===== config.mk =====
export PLATFORM = sky130hd
export DESIGN_NAME = gray_count_bank
export DESIGN_NICKNAME = d
export VERILOG_FILES = /design/src/rtl/gray_count_bank_pkg.sv /design/src/rtl/gray_count_chan.sv /design/src/rtl/gray_count_bank.sv
export SDC_FILE = /design/constraint.sdc
export NUM_CORES = 1
export LEC_CHECK = 0
export ABC_AREA = 1
export CAP_MARGIN = 20
export CORE_UTILIZATION = 35
export CTS_BUF_LIST = sky130_fd_sc_hd__clkbuf_8 sky130_fd_sc_hd__clkbuf_16
export CTS_CLUSTER_SIZE = 25
export DETAILED_ROUTE_END_ITERATION = 7
export PLACE_DENSITY_LB_ADDON = 0.05
export SYNTH_ARGS = -nofsm -noshare
export SYNTH_HDL_FRONTEND = slang
export SYNTH_SLANG_ARGS = --single-unit

===== constraint.sdc =====
create_clock -name clk -period 4.35 [get_ports clk]
set_input_delay 0.6525 -clock clk [delete_from_list [all_inputs] [get_ports clk]]
set_output_delay 0.6525 -clock clk [all_outputs]
set_load 0.03 [all_outputs]

===== src/rtl/gray_count_bank_pkg.sv =====
// rtl/gray_count_bank_pkg.sv - shared limits, step encoding and gray-code helpers for gray_count_bank
package gray_count_bank_pkg;

  localparam int NUM_CH_MAX      = 16;
  localparam int SYNC_STAGES_MAX = 4;
  localparam int WIDTH_MIN       = 2;
  localparam int WIDTH_MAX       = 16;

  typedef enum logic [1:0] {
    STEP_HOLD = 2'd0,
    STEP_INIT = 2'd1,
    STEP_UP   = 2'd2,
    STEP_DOWN = 2'd3
  } step_e;

  function automatic logic [WIDTH_MAX-1:0] bin2gray(input logic [WIDTH_MAX-1:0] b);
    return b ^ (b >> 1);
  endfunction

  function automatic logic [WIDTH_MAX-1:0] gray2bin(input logic [WIDTH_MAX-1:0] g);
    logic [WIDTH_MAX-1:0] b;
    b[WIDTH_MAX-1] = g[WIDTH_MAX-1];
    for (int i = WIDTH_MAX - 2; i >= 0; i--) begin
      b[i] = b[i+1] ^ g[i];
    end
    return b;
  endfunction

  // Highest count value; the range OFFSET..maxc is symmetric so wrap is a one-bit gray step.
  function automatic int maxc(input int width, input int offset);
    return (1 << width) - 1 - offset;
  endfunction

endpackage


===== src/rtl/gray_count_chan.sv =====
// rtl/gray_count_chan.sv - one gray counter channel: counter, gray register, delay pipeline, wrap pulse
// Optional gray-step checker enabled by GRAY_COUNT_BANK_CHECK_EN.
module gray_count_chan
  import gray_count_bank_pkg::*;
#(
  parameter int WIDTH       = 8,
  parameter int OFFSET      = 0,
  parameter int SYNC_STAGES = 2
) (
  input  logic             clk,
  input  logic             rst,
  input  logic             en,
  input  logic             init,
  input  logic             dir,
  output logic [WIDTH-1:0] count,
  output logic [WIDTH-1:0] offset_count,
  output logic [WIDTH-1:0] gray,
  output logic [WIDTH-1:0] gray_d,
  output logic             wrap,
  output logic             gray_err
);

  localparam logic [WIDTH-1:0]     OFF_V         = WIDTH'(OFFSET);
  localparam logic [WIDTH-1:0]     MAXC_V        = WIDTH'(maxc(WIDTH, OFFSET));
  localparam logic [WIDTH_MAX-1:0] GRAY_OFF_FULL = bin2gray(WIDTH_MAX'(OFFSET));
  localparam logic [WIDTH-1:0]     GRAY_OFF      = GRAY_OFF_FULL[WIDTH-1:0];

  step_e            step;
  logic [WIDTH-1:0] count_q;
  logic [WIDTH-1:0] count_nxt;
  logic [WIDTH-1:0] gray_q;
  logic [WIDTH-1:0] gray_nxt;
  logic             wrap_q;
  logic             wrap_nxt;

  always_comb begin
    step = STEP_HOLD;
    if (init) begin
      step = STEP_INIT;
    end else if (en) begin
      step = dir ? STEP_UP : STEP_DOWN;
    end
  end

  always_comb begin
    count_nxt = count_q;
    wrap_nxt  = 1'b0;
    case (step)
      STEP_INIT: count_nxt = OFF_V;
      STEP_UP: begin
        if (count_q == MAXC_V) begin
          count_nxt = OFF_V;
          wrap_nxt  = 1'b1;
        end else begin
          count_nxt = count_q + WIDTH'(1);
        end
      end
      STEP_DOWN: begin
        if (count_q == OFF_V) begin
          count_nxt = MAXC_V;
          wrap_nxt  = 1'b1;
        end else begin
          count_nxt = count_q - WIDTH'(1);
        end
      end
      default: count_nxt = count_q;
    endcase
    // Gray is derived from the next-state count so the registered gray output never glitches.
    gray_nxt = count_nxt ^ (count_nxt >> 1);
  end

  always_ff @(posedge clk) begin
    if (rst) begin
      count_q <= OFF_V;
      gray_q  <= GRAY_OFF;
      wrap_q  <= 1'b0;
    end else begin
      count_q <= count_nxt;
      gray_q  <= gray_nxt;
      wrap_q  <= wrap_nxt;
    end
  end

  assign count        = count_q;
  assign offset_count = count_q - OFF_V;
  assign gray         = gray_q;
  assign wrap         = wrap_q;

  if (SYNC_STAGES == 0) begin : g_no_pipe
    assign gray_d = gray_q;
  end else begin : g_pipe
    logic [WIDTH-1:0] pipe [SYNC_STAGES];

    always_ff @(posedge clk) begin
      if (rst) begin
        for (int i = 0; i < SYNC_STAGES; i++) begin
          pipe[i] <= GRAY_OFF;
        end
      end else begin
        pipe[0] <= gray_q;
        for (int i = 1; i < SYNC_STAGES; i++) begin
          pipe[i] <= pipe[i-1];
        end
      end
    end

    assign gray_d = pipe[SYNC_STAGES-1];
  end

`ifdef GRAY_COUNT_BANK_CHECK_EN
  logic [WIDTH-1:0] gray_prev;
  logic [WIDTH-1:0] gray_diff;
  logic             init_q;
  logic             err_q;

  assign gray_diff = gray_q ^ gray_prev;

  // init_q marks values produced by a deliberate reinitialise, which may jump several bits.
  always_ff @(posedge clk) begin
    if (rst) begin
      gray_prev <= GRAY_OFF;
      init_q    <= 1'b0;
      err_q     <= 1'b0;
    end else begin
      gray_prev <= gray_q;
      init_q    <= init;
      if (((gray_diff & (gray_diff - WIDTH'(1))) != '0) && !init_q) begin
        err_q <= 1'b1;
      end
    end
  end

  assign gray_err = err_q;
`else
  assign gray_err = 1'b0;
`endif

endmodule


===== src/rtl/gray_count_bank.sv =====
// rtl/gray_count_bank.sv - NUM_CH independent up/down gray counters with delayed gray and wrap pulses
// Optional gray-step checker enabled by GRAY_COUNT_BANK_CHECK_EN.
module gray_count_bank
  import gray_count_bank_pkg::*;
#(
  parameter int NUM_CH      = 4,
  parameter int WIDTH       = 8,
  parameter int OFFSET      = 0,
  parameter int SYNC_STAGES = 2
) (
  input  logic                    clk,
  input  logic                    rst,
  input  logic [NUM_CH-1:0]       en_i,
  input  logic [NUM_CH-1:0]       init_i,
  input  logic [NUM_CH-1:0]       dir_i,
  output logic [NUM_CH*WIDTH-1:0] count_o,
  output logic [NUM_CH*WIDTH-1:0] offset_count_o,
  output logic [NUM_CH*WIDTH-1:0] gray_o,
  output logic [NUM_CH*WIDTH-1:0] gray_d_o,
  output logic [NUM_CH-1:0]       wrap_o,
  output logic [NUM_CH-1:0]       gray_err_o
);

  if (NUM_CH < 1 || NUM_CH > NUM_CH_MAX) begin : g_bad_num_ch
    $error("gray_count_bank: NUM_CH %0d out of range 1..%0d", NUM_CH, NUM_CH_MAX);
  end
  if (WIDTH < WIDTH_MIN || WIDTH > WIDTH_MAX) begin : g_bad_width
    $error("gray_count_bank: WIDTH %0d out of range %0d..%0d", WIDTH, WIDTH_MIN, WIDTH_MAX);
  end
  if (OFFSET < 0 || OFFSET >= (1 << (WIDTH - 1))) begin : g_bad_offset
    $error("gray_count_bank: OFFSET %0d must be below 2^(WIDTH-1)", OFFSET);
  end
  if (SYNC_STAGES < 0 || SYNC_STAGES > SYNC_STAGES_MAX) begin : g_bad_sync
    $error("gray_count_bank: SYNC_STAGES %0d exceeds %0d", SYNC_STAGES, SYNC_STAGES_MAX);
  end

  for (genvar c = 0; c < NUM_CH; c++) begin : g_ch
    gray_count_chan #(
      .WIDTH       (WIDTH),
      .OFFSET      (OFFSET),
      .SYNC_STAGES (SYNC_STAGES)
    ) u_chan (
      .clk          (clk),
      .rst          (rst),
      .en           (en_i[c]),
      .init         (init_i[c]),
      .dir          (dir_i[c]),
      .count        (count_o[c*WIDTH +: WIDTH]),
      .offset_count (offset_count_o[c*WIDTH +: WIDTH]),
      .gray         (gray_o[c*WIDTH +: WIDTH]),
      .gray_d       (gray_d_o[c*WIDTH +: WIDTH]),
      .wrap         (wrap_o[c]),
      .gray_err     (gray_err_o[c])
    );
  end

endmodule


# --- Word level (Yosys, flattened, before mapping) ---
# Memory sizes are Yosys's and may differ from the RTL's.
# Index checks and enable logic that the tools add are counted.
totals:
  regBits: 68
  ram_bits: 64
  input_bits: 14
  out_inout_bits: 136
  word_cells: 103
  memories: 4
memory_table:
  columns: ["memory", "words", "width", "rd", "rd_clocked_by_memory_dff", "wr", "line_no", "text"]
  rows:
  - ["g_ch[0].u_chan.g_pipe.pipe", 2, 8, 2, 0, 2, "gray_count_chan.sv:92", "logic [WIDTH-1:0] pipe [SYNC_STAGES];"]
  - ["g_ch[1].u_chan.g_pipe.pipe", 2, 8, 2, 0, 2, "gray_count_chan.sv:92", null]
  - ["g_ch[2].u_chan.g_pipe.pipe", 2, 8, 2, 0, 2, "gray_count_chan.sv:92", null]
  - ["g_ch[3].u_chan.g_pipe.pipe", 2, 8, 2, 0, 2, "gray_count_chan.sv:92", null]
classes:
  add_sub_neg: 8
  eq_ne: 16
  muxes: 47
  n_bitwise: 12
  reduce_logical: 4
op_table:
  columns: ["cell", "n"]
  rows:
  - ["$mux 8", 16]
  - ["$pmux 8 s3", 4]
  - ["$add 8x1->8 const B", 4]
  - ["$eq 8x8->1 const B", 4]
  - ["$logic_not 8->1", 4]
  - ["$sub 8x1->8 const B", 4]
  - ["$xor 8x7->8", 4]
  - ["$eq 2x2->1 const B", 8]
  - ["$mux 2", 8]
  - ["$mux 1", 15]
  - ["$eq 2x1->1 const B", 4]
  - ["$or 1x1->1", 8]
  - ["$pmux 1 s2", 4]

# --- Longest topological paths before layout ---
# Gate-level depths: netlist of run 1.
depth:
  word_depth: 6
  ltp_mapped: 13
  depth_no_buf: 13

# --- Hierarchy ---
# Synthesis of run 1 repeated with hierarchy kept, for this count alone.
hier_totals:
  hier_cells: 976
  hier_area_um2: 6721.4
by_module_without_submodules:
  columns: ["module", "n_inst", "cells_each", "area_per_inst_um2", "seq_area_each_um2"]
  rows:
  - ["gray_count_chan", 4, 244, 1680.4, 640.6]

# --- Worst setup path before layout of run 1 ---
# Ideal clock, no wire load.
synth_timing:
  path_kind: "reg-to-reg"
  from: "reg g_ch[3].u_chan.count_q[0]"
  to: "reg g_ch[3].u_chan.gray_q[2]"
  setup_time_ps: 109
  arrival_ps: 1649
  t_required_ps: 4241
  path_slack_ps: 2592
  stages_incl_launch_ff: 13
  period_less_slack_ps: 1758
  path_cell_list: "dfxtp_1 inv_1 ha_1 nand2_1 nor2_2 nand2_1 nor2_1 nor2_1 nand3_2 nand2_2 o21ai_0 nand2_1 inv_1"
synth_between:
  elab_chain_cells: 4
synth_rtl:
  columns: ["item", "line_no", "text"]
  rows:
  - ["start, declared", "gray_count_chan.sv:29", "logic [WIDTH-1:0] count_q;"]
  - ["start signal, assigned", "gray_count_chan.sv:78", "count_q <= count_nxt;"]
  - ["$sub 8x1->8 (tied with other cells)", "gray_count_chan.sv:63", "count_nxt = count_q - WIDTH'(1);"]
  - ["$mux 8 (on tied branches)", "gray_count_chan.sv:59, gray_count_chan.sv:51", null]
  - ["$pmux 8 s3 (*)", "gray_count_chan.sv:48", "case (step)"]
  - ["$xor 8x7->8 (*)", "gray_count_chan.sv:69", "gray_nxt = count_nxt ^ (count_nxt >> 1);"]
  - ["end signal, assigned", "gray_count_chan.sv:79", "gray_q <= gray_nxt;"]
  - ["end, declared", "gray_count_chan.sv:31", "logic [WIDTH-1:0] gray_q;"]
# Every way passes the cells marked *; elsewhere a longest branch is shown, timed or not.
# A chain may end at the register's enable or synchronous reset.

# --- Worst setup path in the final report of run 1 ---
layout_timing:
  from: "reg g_ch[1].u_chan.count_q[2]"
  to: "out offset_count_o[10]"
layout_rtl:
  columns: ["item", "line_no", "text"]
  rows:
  - ["start, declared", "gray_count_chan.sv:29", null]
  - ["start signal, assigned", "gray_count_chan.sv:78", null]
  - ["end, declared", "gray_count_bank.sv:17", "output logic [NUM_CH*WIDTH-1:0] offset_count_o,"]
# No word-level cell between the ends.

==> results of run 1 <==
per-layer routing:
| layer | vias to the layer above | global-route usage |
|---|---|---|
| met5 | - | 0 |
| met4 | 0 | 0.0590 |
| met3 | 17 | 0.0451 |
| met2 | 140 | 0.255 |
| met1 | 2492 | 0.207 |
| li1 | 2997 | - |
cells in the mapped netlist (12+ instances only):
master | n | area, um^2
buf_4 | 79 | 593
a21oi_1 | 13 | 65.1
dfxtp_1 | 128 | 2560
nand2_2 | 12 | 75.1
nor2_2 | 14 | 87.6
nor2_1 | 158 | 593
nand2_1 | 202 | 758
nand4_1 | 16 | 100
inv_1 | 154 | 578
nand3_1 | 76 | 380
o21ai_0 | 12 | 60.1
worst min path at each step:
stage	to	from
floorplan	g_ch[0].u_chan.g_pipe.pipe[0][10]	g_ch[0].u_chan.g_pipe.pipe[0][2]
global placement	g_ch[1].u_chan.g_pipe.pipe[0][8]	g_ch[1].u_chan.g_pipe.pipe[0][0]
detailed placement	g_ch[2].u_chan.g_pipe.pipe[0][14]	g_ch[2].u_chan.g_pipe.pipe[0][6]
CTS	g_ch[2].u_chan.g_pipe.pipe[0][14]	g_ch[2].u_chan.g_pipe.pipe[0][6]
global route	g_ch[0].u_chan.g_pipe.pipe[0][11]	g_ch[0].u_chan.g_pipe.pipe[0][3]
finish	g_ch[2].u_chan.g_pipe.pipe[0][11]	g_ch[2].u_chan.g_pipe.pipe[0][3]
final cells by class:
cell class	count	share of cell area
inverters	161	0.0728
clock buffers	20	0.0562
multi-input cells	580	0.336
clock inverters	9	0.0143
repair buffers	147	0.176
well taps	234	0.0353
flip-flops and latches	128	0.309
metrics by stage:
stage,hold slack [ps],setup WS [ps],utilization,instance area (um^2)
floorplan,388,2590,-,6660
global placement,390,1950,0.414,7710
detailed placement,392,1950,0.414,7710
CTS,399,1770,0.445,8300
global route,411,1730,0.445,8300
finish,398,1820,0.445,8300
cells by family after synthesis:
group | count (synthesis) | share of synthesized area
adders and majority gates | 10 | 0.0188
and+or+nand+nor | 509 | 0.343
buffers and inverters | 257 | 0.197
xor gates and xnor gates | 8 | 0.0105
AOI/OAI and AO/OA | 49 | 0.0446
DFF | 128 | 0.385
other | 1 | 0.000564
flip-flops by register name, summed over array words and instances (netlist names):
signal	flops
g_ch.u_chan.gray	29
g_ch.u_chan.count	31
g_ch.u_chan.g_pipe.pipe	64
g_ch.u_chan.wrap	4
report_power, final:
group / internal, mW / total (mW) / switching (mW)
Clock: 0.928 / 1.40 / 0.477
Combinational: 0.249 / 0.679 / 0.430
Sequential: 1.25 / 1.32 / 0.0665
Total: 2.43 / 3.40 / 0.974
==> qor.yml, run 1 <==
ant_nets: 0
drt-vias-per-instance: 4.41
grt_max_degree: 47
portBuffers: 145
ys_warn_count: 0
antenna_found_initial: 0
fp.dieW_um: 140
hp-class: "reg -> reg"
synth_cell_types: 36
crit_start: "g_ch[1].u_chan.count[2]"
fin_setup_tns_ps: 0
slew_headroom: 0.610
routed_wl_mm: 15.2
rsz0062_at_grt: "false"
multi_input_area_um2: 2790
topRoutingLayerUsed: "met4"
end_kind: "primary output"
ys_seq_area_frac: 0.385
status: "completed"
netlist_instances: 962
dr.pass1.iters: 4
final_common_cell: "nand2_1"
die_y_um: 140
syn_avg_cell_area_um2: 6.91
clk_pin_slew_worst_paths_ps: 60
cts_root_buffer: "clkbuf_16"
clock-sinks: 128
cts_inserted_buffers: 17
cts_buffer_depth: 2
critical_path_class: "reg -> out"
gr-usage-all-layers: 0.161
ioPinCount: 150
final_cell_mix: "202 x nand2_1, 158 x nor2_1, 157 x inv_1"
cts_resized: 0
wl_per_cell_um: 11.9
slowest_stage: "clkdlybuf4s50_1"
power_density_nw_per_um2: 410
synth_edf_count: 0
ctsHtreeMaxLevel: 4
cts_hold_buf: 0
core_um2: 18600
grt_pass1_vias: 5091
fmax_mhz: 395
cap_violations: 0
finalMaxSlewViolations: 0
clk_latency_ps: 410
leakage_nw: 3.78
r2r-end: "g_ch[1].u_chan.gray[6]"
max_stage_delay_ps: 780
cp.arrival_ps: 1880
fp-row-count: 50
fin_nets: 1059
routabilityCongestion: 0.872
cp_top_family: "buffers and inverters"
wl_met3_um: 879
cts_tree: "done"
reg2reg_slack_ps: 2470
grt_pass1_wl_mm: 25.0
r2r_cells: 10
irDropWorstVdd_mv: 0.249
r2r-start: "g_ch[1].u_chan.count[1]"
finalCritPeriodShare: 0.582
start_kind: "flop"
min_period_ps: 2530
detailed_place_hpwl_mm: 10.9
crit_required_ps: 3700
crit_path_end: "offset_count_o[10]"
p_total_mw: 3.40
crit_path_cell_trace: "clkdlybuf4s50_1"
vias: 5646
fin_skew_ps: 6.39
fin_cells: 1279
ys_ff_latch: 128
wl_met2_mm: 6.79
worst_pin_slew_ps: 585
path_depth: 1
final-hold-violation-count: 0
dp_cells: 1250
cts_setup_buffers: 0
wl_met1_mm: 7.34
crit_fanout: 11
synth_ff_type: "dfxtp_1"
remaining_drc_errors: 0
drive_above_1_share: 0.0880
grt.overflow.total: 0
seq_area_um2: 2560
start_util: 0.357
dieArea_um2: 19600
syn2layout_area_growth_pct: 24.8
drtIter0Drc: 268
n_fill_cell: 1951
antenna_cells: 0
finalSetupViolCount: 0
syn_area_um2: 6650
critical_path_buf_inv_count: 1
synth-async-reset-ratio: 0
hold_depth: 2
No activity file was read; power rests on OpenSTA's default activity.
==> run 2: changes to the inputs <==
==> constraint.sdc (replaced) <==
create_clock -name clk -period 2.4 [get_ports clk]
set_input_delay 0.36 -clock clk [delete_from_list [all_inputs] [get_ports clk]]
set_output_delay 0.36 -clock clk [all_outputs]
set_load 0.03 [all_outputs]
==> qor.yml, run 2 (synthesized netlist as in run 1, its figures left out) <==
status: "completed"
irDropWorstVdd_mv: 0.471
critical_path_buf_inv_count: 1
cts_setup_buffers: 0
finalMaxSlewViolations: 0
pre_cts_ws_ps: 385
portBuffers: 145
r2r_cells: 10
drtIter0Drc: 241
syn2layout_area_growth_pct: 25.9
min_to: "g_ch[1].u_chan.g_pipe.pipe[0][2]"
detailed_place_hpwl_mm: 11.2
vias: 5655
routabilityCongestion: 0.883
grt_pass1_vias: 5090
clk_latency_ps: 410
hold_depth: 2
hp-start: "rst"
start_kind: "flop"
gr-usage-all-layers: 0.163
combPwrFrac: 0.201
fin_ws_ps: 263
final_common_cell: "nand2_1"
clk_pin_slew_worst_paths_ps: 60
start_util: 0.357
drt-vias-per-instance: 4.38
antenna_found_initial: 0
final_cell_mix: "202 x nand2_1, 158 x nor2_1, 154 x inv_1"
max_stage_delay_ps: 760
leakage_nw: 3.80
ioPinCount: 150
r2r-end: "g_ch[2].u_chan.gray[3]"
reg2reg_slack_ps: 530
drive_above_1_share: 0.100
cts_root_buffer: "clkbuf_16"
finalSetupViolCount: 0
min_period_ps: 2140
ctsHtreeMaxLevel: 4
grt_max_degree: 37
critical_path_class: "reg -> out"
fin_setup_tns_ps: 0
routed_wl_mm: 15.5
holdWs_ps: 329
dr.pass1.iters: 4
fin_nets: 1067
hp-class: "in -> reg"
finalCritPeriodShare: 0.891
regMostFlops: "g_ch.u_chan.g_pipe.pipe"
crit_path_cell_trace: "clkdlybuf4s50_1"
power_density_nw_per_um2: 741
r2r-start: "g_ch[2].u_chan.count[1]"
die_y_um: 140
fin_skew_ps: 5.17
crit_required_ps: 2040
rsz0062_at_grt: "false"
final-hold-violation-count: 0
antenna_cells: 0
ant_nets: 0
clkPwrFrac: 0.414
fp.dieW_um: 140
cts_buffer_depth: 2
end_kind: "primary output"
wl_per_cell_um: 12.0
crit_fanout: 10
remaining_drc_errors: 0
clock-sinks: 128
largest_reg_flops: 64
slowest_stage: "clkdlybuf4s50_1"
p_int_mw: 4.34
cts_resized: 0
grt_pass1_wl_mm: 25.3
switching_power_mw: 1.86
cp_top_family: "buffers and inverters"
fmax_mhz: 468
core_um2: 18600
grt.overflow.total: 0
p_seq_frac: 0.385
p_sw_frac: 0.300
cts_hold_buf: 0
cts_inserted_buffers: 17
dp_cells: 1258
dieArea_um2: 19600
fp-row-count: 50
cp.arrival_ps: 1780
cts_tree: "done"
cap_violations: 0
fin_cells: 1290
## run 2: changes by cell type in the layout (fill, tap and decap cells not counted), sizes merged
cell | before | now
clkinvlp | 1 | 5
buf | 3 | 11
bufinv | 3 | 2
clkinv | 2 | 4
inv | 164 | 162
## run 2: final cells by class
type / count / area, um^2
clock inverter: 12 / 134
clock buffer: 20 / 467
timing repair buffer: 155 / 1520
inverter: 161 / 604
tap: 234 / 293
sequential: 128 / 2560
multi-input combinational: 580 / 2790
fill: 1954 / 10300
## run 2: power groups by stage
stage / sequential (mW) / combinational [mW] / clock (mW)
floorplan: 2.56 / 0.761 / 0
global placement: 2.43 / 1.26 / 0
detailed placement: 2.43 / 1.26 / 0
CTS: 2.39 / 1.26 / 2.65
global route: 2.41 / 1.37 / 2.74
finish: 2.39 / 1.25 / 2.56
## run 2: per-layer routing
layer  part of all wire  GRT usage  vias up
li1                   -          -     3020
met5                  0          0        -
met2               0.44      0.254      129
met1               0.49      0.214     2489
met4              0.011     0.0596        0
met3              0.058     0.0468       17
## run 2: worst max-delay path by stage
stage,depth (start not counted),slack (ps),to,startpoint
finish,1,260,offset_count_o[21],g_ch[2].u_chan.count[5]
global route,1,230,offset_count_o[11],g_ch[1].u_chan.count[3]
CTS,1,240,offset_count_o[21],g_ch[2].u_chan.count[5]
detailed placement,7,390,g_ch[2].u_chan.gray[0],en_i[2]
global placement,9,440,g_ch[2].u_chan.gray[4],en_i[2]
floorplan,12,640,g_ch[3].u_chan.gray[2],g_ch[3].u_chan.count[0]
## run 2: stage by stage
step / total power, mW / utilization / instance area (um^2)
floorplan: 3.32 / - / 6660
global placement: 3.70 / 0.417 / 7770
detailed placement: 3.69 / 0.417 / 7770
CTS: 6.30 / 0.449 / 8370
global route: 6.52 / 0.449 / 8370
finish: 6.20 / 0.449 / 8370
==> run 3: changes to the inputs <==
--- a/config.mk
+++ b/config.mk
@@ -11,7 +11,7 @@
 export CTS_BUF_LIST = sky130_fd_sc_hd__clkbuf_8 sky130_fd_sc_hd__clkbuf_16
 export CTS_CLUSTER_SIZE = 25
 export DETAILED_ROUTE_END_ITERATION = 7
-export PLACE_DENSITY_LB_ADDON = 0.05
+export PLACE_DENSITY = 0.57
 export SYNTH_ARGS = -nofsm -noshare
 export SYNTH_HDL_FRONTEND = slang
 export SYNTH_SLANG_ARGS = --single-unit
==> qor.yml, run 3 (synthesized netlist as in run 1, its figures left out) <==
crit_path_cell_trace: "clkdlybuf4s50_1"
end_kind: "primary output"
grt_most_used_layer: "met2"
start_util: 0.357
drive_above_1_share: 0.0986
largest_reg_flops: 64
die_y_um: 140
drtIter0Drc: 269
dieArea_um2: 19600
grt_pass1_wl_mm: 24.2
fin_nets: 1066
final_cell_mix: "202 x nand2_1, 158 x nor2_1, 155 x inv_1"
irDropWorstVdd_mv: 0.627
routed_wl_mm: 14.8
hp-class: "in -> reg"
crit_fanout: 11
gr-usage-all-layers: 0.155
max_stage_delay_ps: 780
grtUsageMet3: 0.0427
grt_use_met2: 0.247
cp.arrival_ps: 1860
ant_nets: 0
fp.dieW_um: 140
fp-row-count: 50
rsz0062_at_grt: "false"
clk_pin_slew_worst_paths_ps: 50
antenna_cells: 0
antenna_found_initial: 0
ctsHtreeMaxLevel: 4
grt_pass1_vias: 4985
vias: 5656
min_period_ps: 2220
cts_tree: "done"
grt_max_degree: 48
fin_setup_tns_ps: 0
critical_path_buf_inv_count: 1
cts_root_buffer: "clkbuf_16"
fin_skew_ps: 7.02
finalCritPeriodShare: 0.924
crit_required_ps: 2040
clk_latency_ps: 410
regMostFlops: "g_ch.u_chan.g_pipe.pipe"
cts_resized: 0
dr.pass1.iters: 5
clock-sinks: 128
cts_setup_buffers: 0
portBuffers: 145
core_um2: 18600
holdWs_ps: 253
fmax_mhz: 451
slew_headroom: 0.624
worst_pin_slew_ps: 563
drt-vias-per-instance: 4.39
start_kind: "flop"
critical_path_class: "reg -> out"
routabilityCongestion: 0.860
finalMaxSlewViolations: 0
fin_cells: 1289
grt.overflow.total: 0
detailed_place_hpwl_mm: 10.8
final_common_cell: "nand2_1"
finalSetupViolCount: 0
ioPinCount: 150
fin_util: 0.448
remaining_drc_errors: 0
status: "completed"
cp_top_family: "buffers and inverters"
cts_hold_buf: 0
cts_buffer_depth: 2
syn2layout_area_growth_pct: 25.7
wl_per_cell_um: 11.5
grtUsageMet1: 0.197
leakage_nw: 3.80
cap_violations: 0
power_density_nw_per_um2: 732
cts_inserted_buffers: 17
final-hold-violation-count: 0
dp_cells: 1257
slowest_stage: "clkdlybuf4s50_1"
==> run 3: cell count changes in the layout (fill, tap and decap cells not counted), sizes merged <==
| cell | before | now |
|---|---|---|
| inv | 162 | 163 |
| clkinvlp | 5 | 3 |
| buf | 11 | 10 |
| clkbuf | 20 | 18 |
| clkinv | 4 | 7 |
==> run 3: final timing paths <==
path                                     from                           endpoint  slack (ps)  cells past startpoint
max reg2reg           g_ch[2].u_chan.count[1]             g_ch[2].u_chan.gray[3]         590                     10
min reg2reg  g_ch[2].u_chan.g_pipe.pipe[0][4]  g_ch[2].u_chan.g_pipe.pipe[0][12]         390                      2
min                                       rst   g_ch[1].u_chan.g_pipe.pipe[0][2]         250                      2
max                   g_ch[1].u_chan.count[2]                        count_o[10]         180                      1
==> run 3: layer usage <==
layer  up-vias  share of wire
met5         -              0
met4         0         0.0075
met3         8          0.047
met2       126           0.46
met1      2511           0.48
li1       3011              -
==> run 3: where the power goes <==
group | internal, mW | switching, mW | leakage, nW | total, mW
logic | 0.462 | 0.774 | 2.47 | 1.24
registers | 2.27 | 0.121 | 1.05 | 2.39
clock network | 1.55 | 0.945 | 0.283 | 2.49
total | 4.28 | 1.84 | 3.80 | 6.12
==> run 3: layout make-up <==
class / count / area [um^2]
Sequential cell: 128 / 2560
Fill cell: 1896 / 10300
Inverter: 161 / 604
Multi-Input combinational cell: 580 / 2790
Clock inverter: 14 / 141
Clock buffer: 18 / 439
Tap cell: 234 / 293
Timing Repair Buffer: 154 / 1530
==> run 3: through the flow <==
| step | power [mW] | cell area [um^2] | setup WS, ps |
|---|---|---|---|
| finish | 6.12 | 8360 | 183 |
| global route | 6.42 | 8360 | 107 |
| CTS | 6.20 | 8360 | 146 |
| detailed placement | 3.68 | 7780 | 484 |
| global placement | 3.68 | 7780 | 477 |
| floorplan | 3.32 | 6660 | 642 |
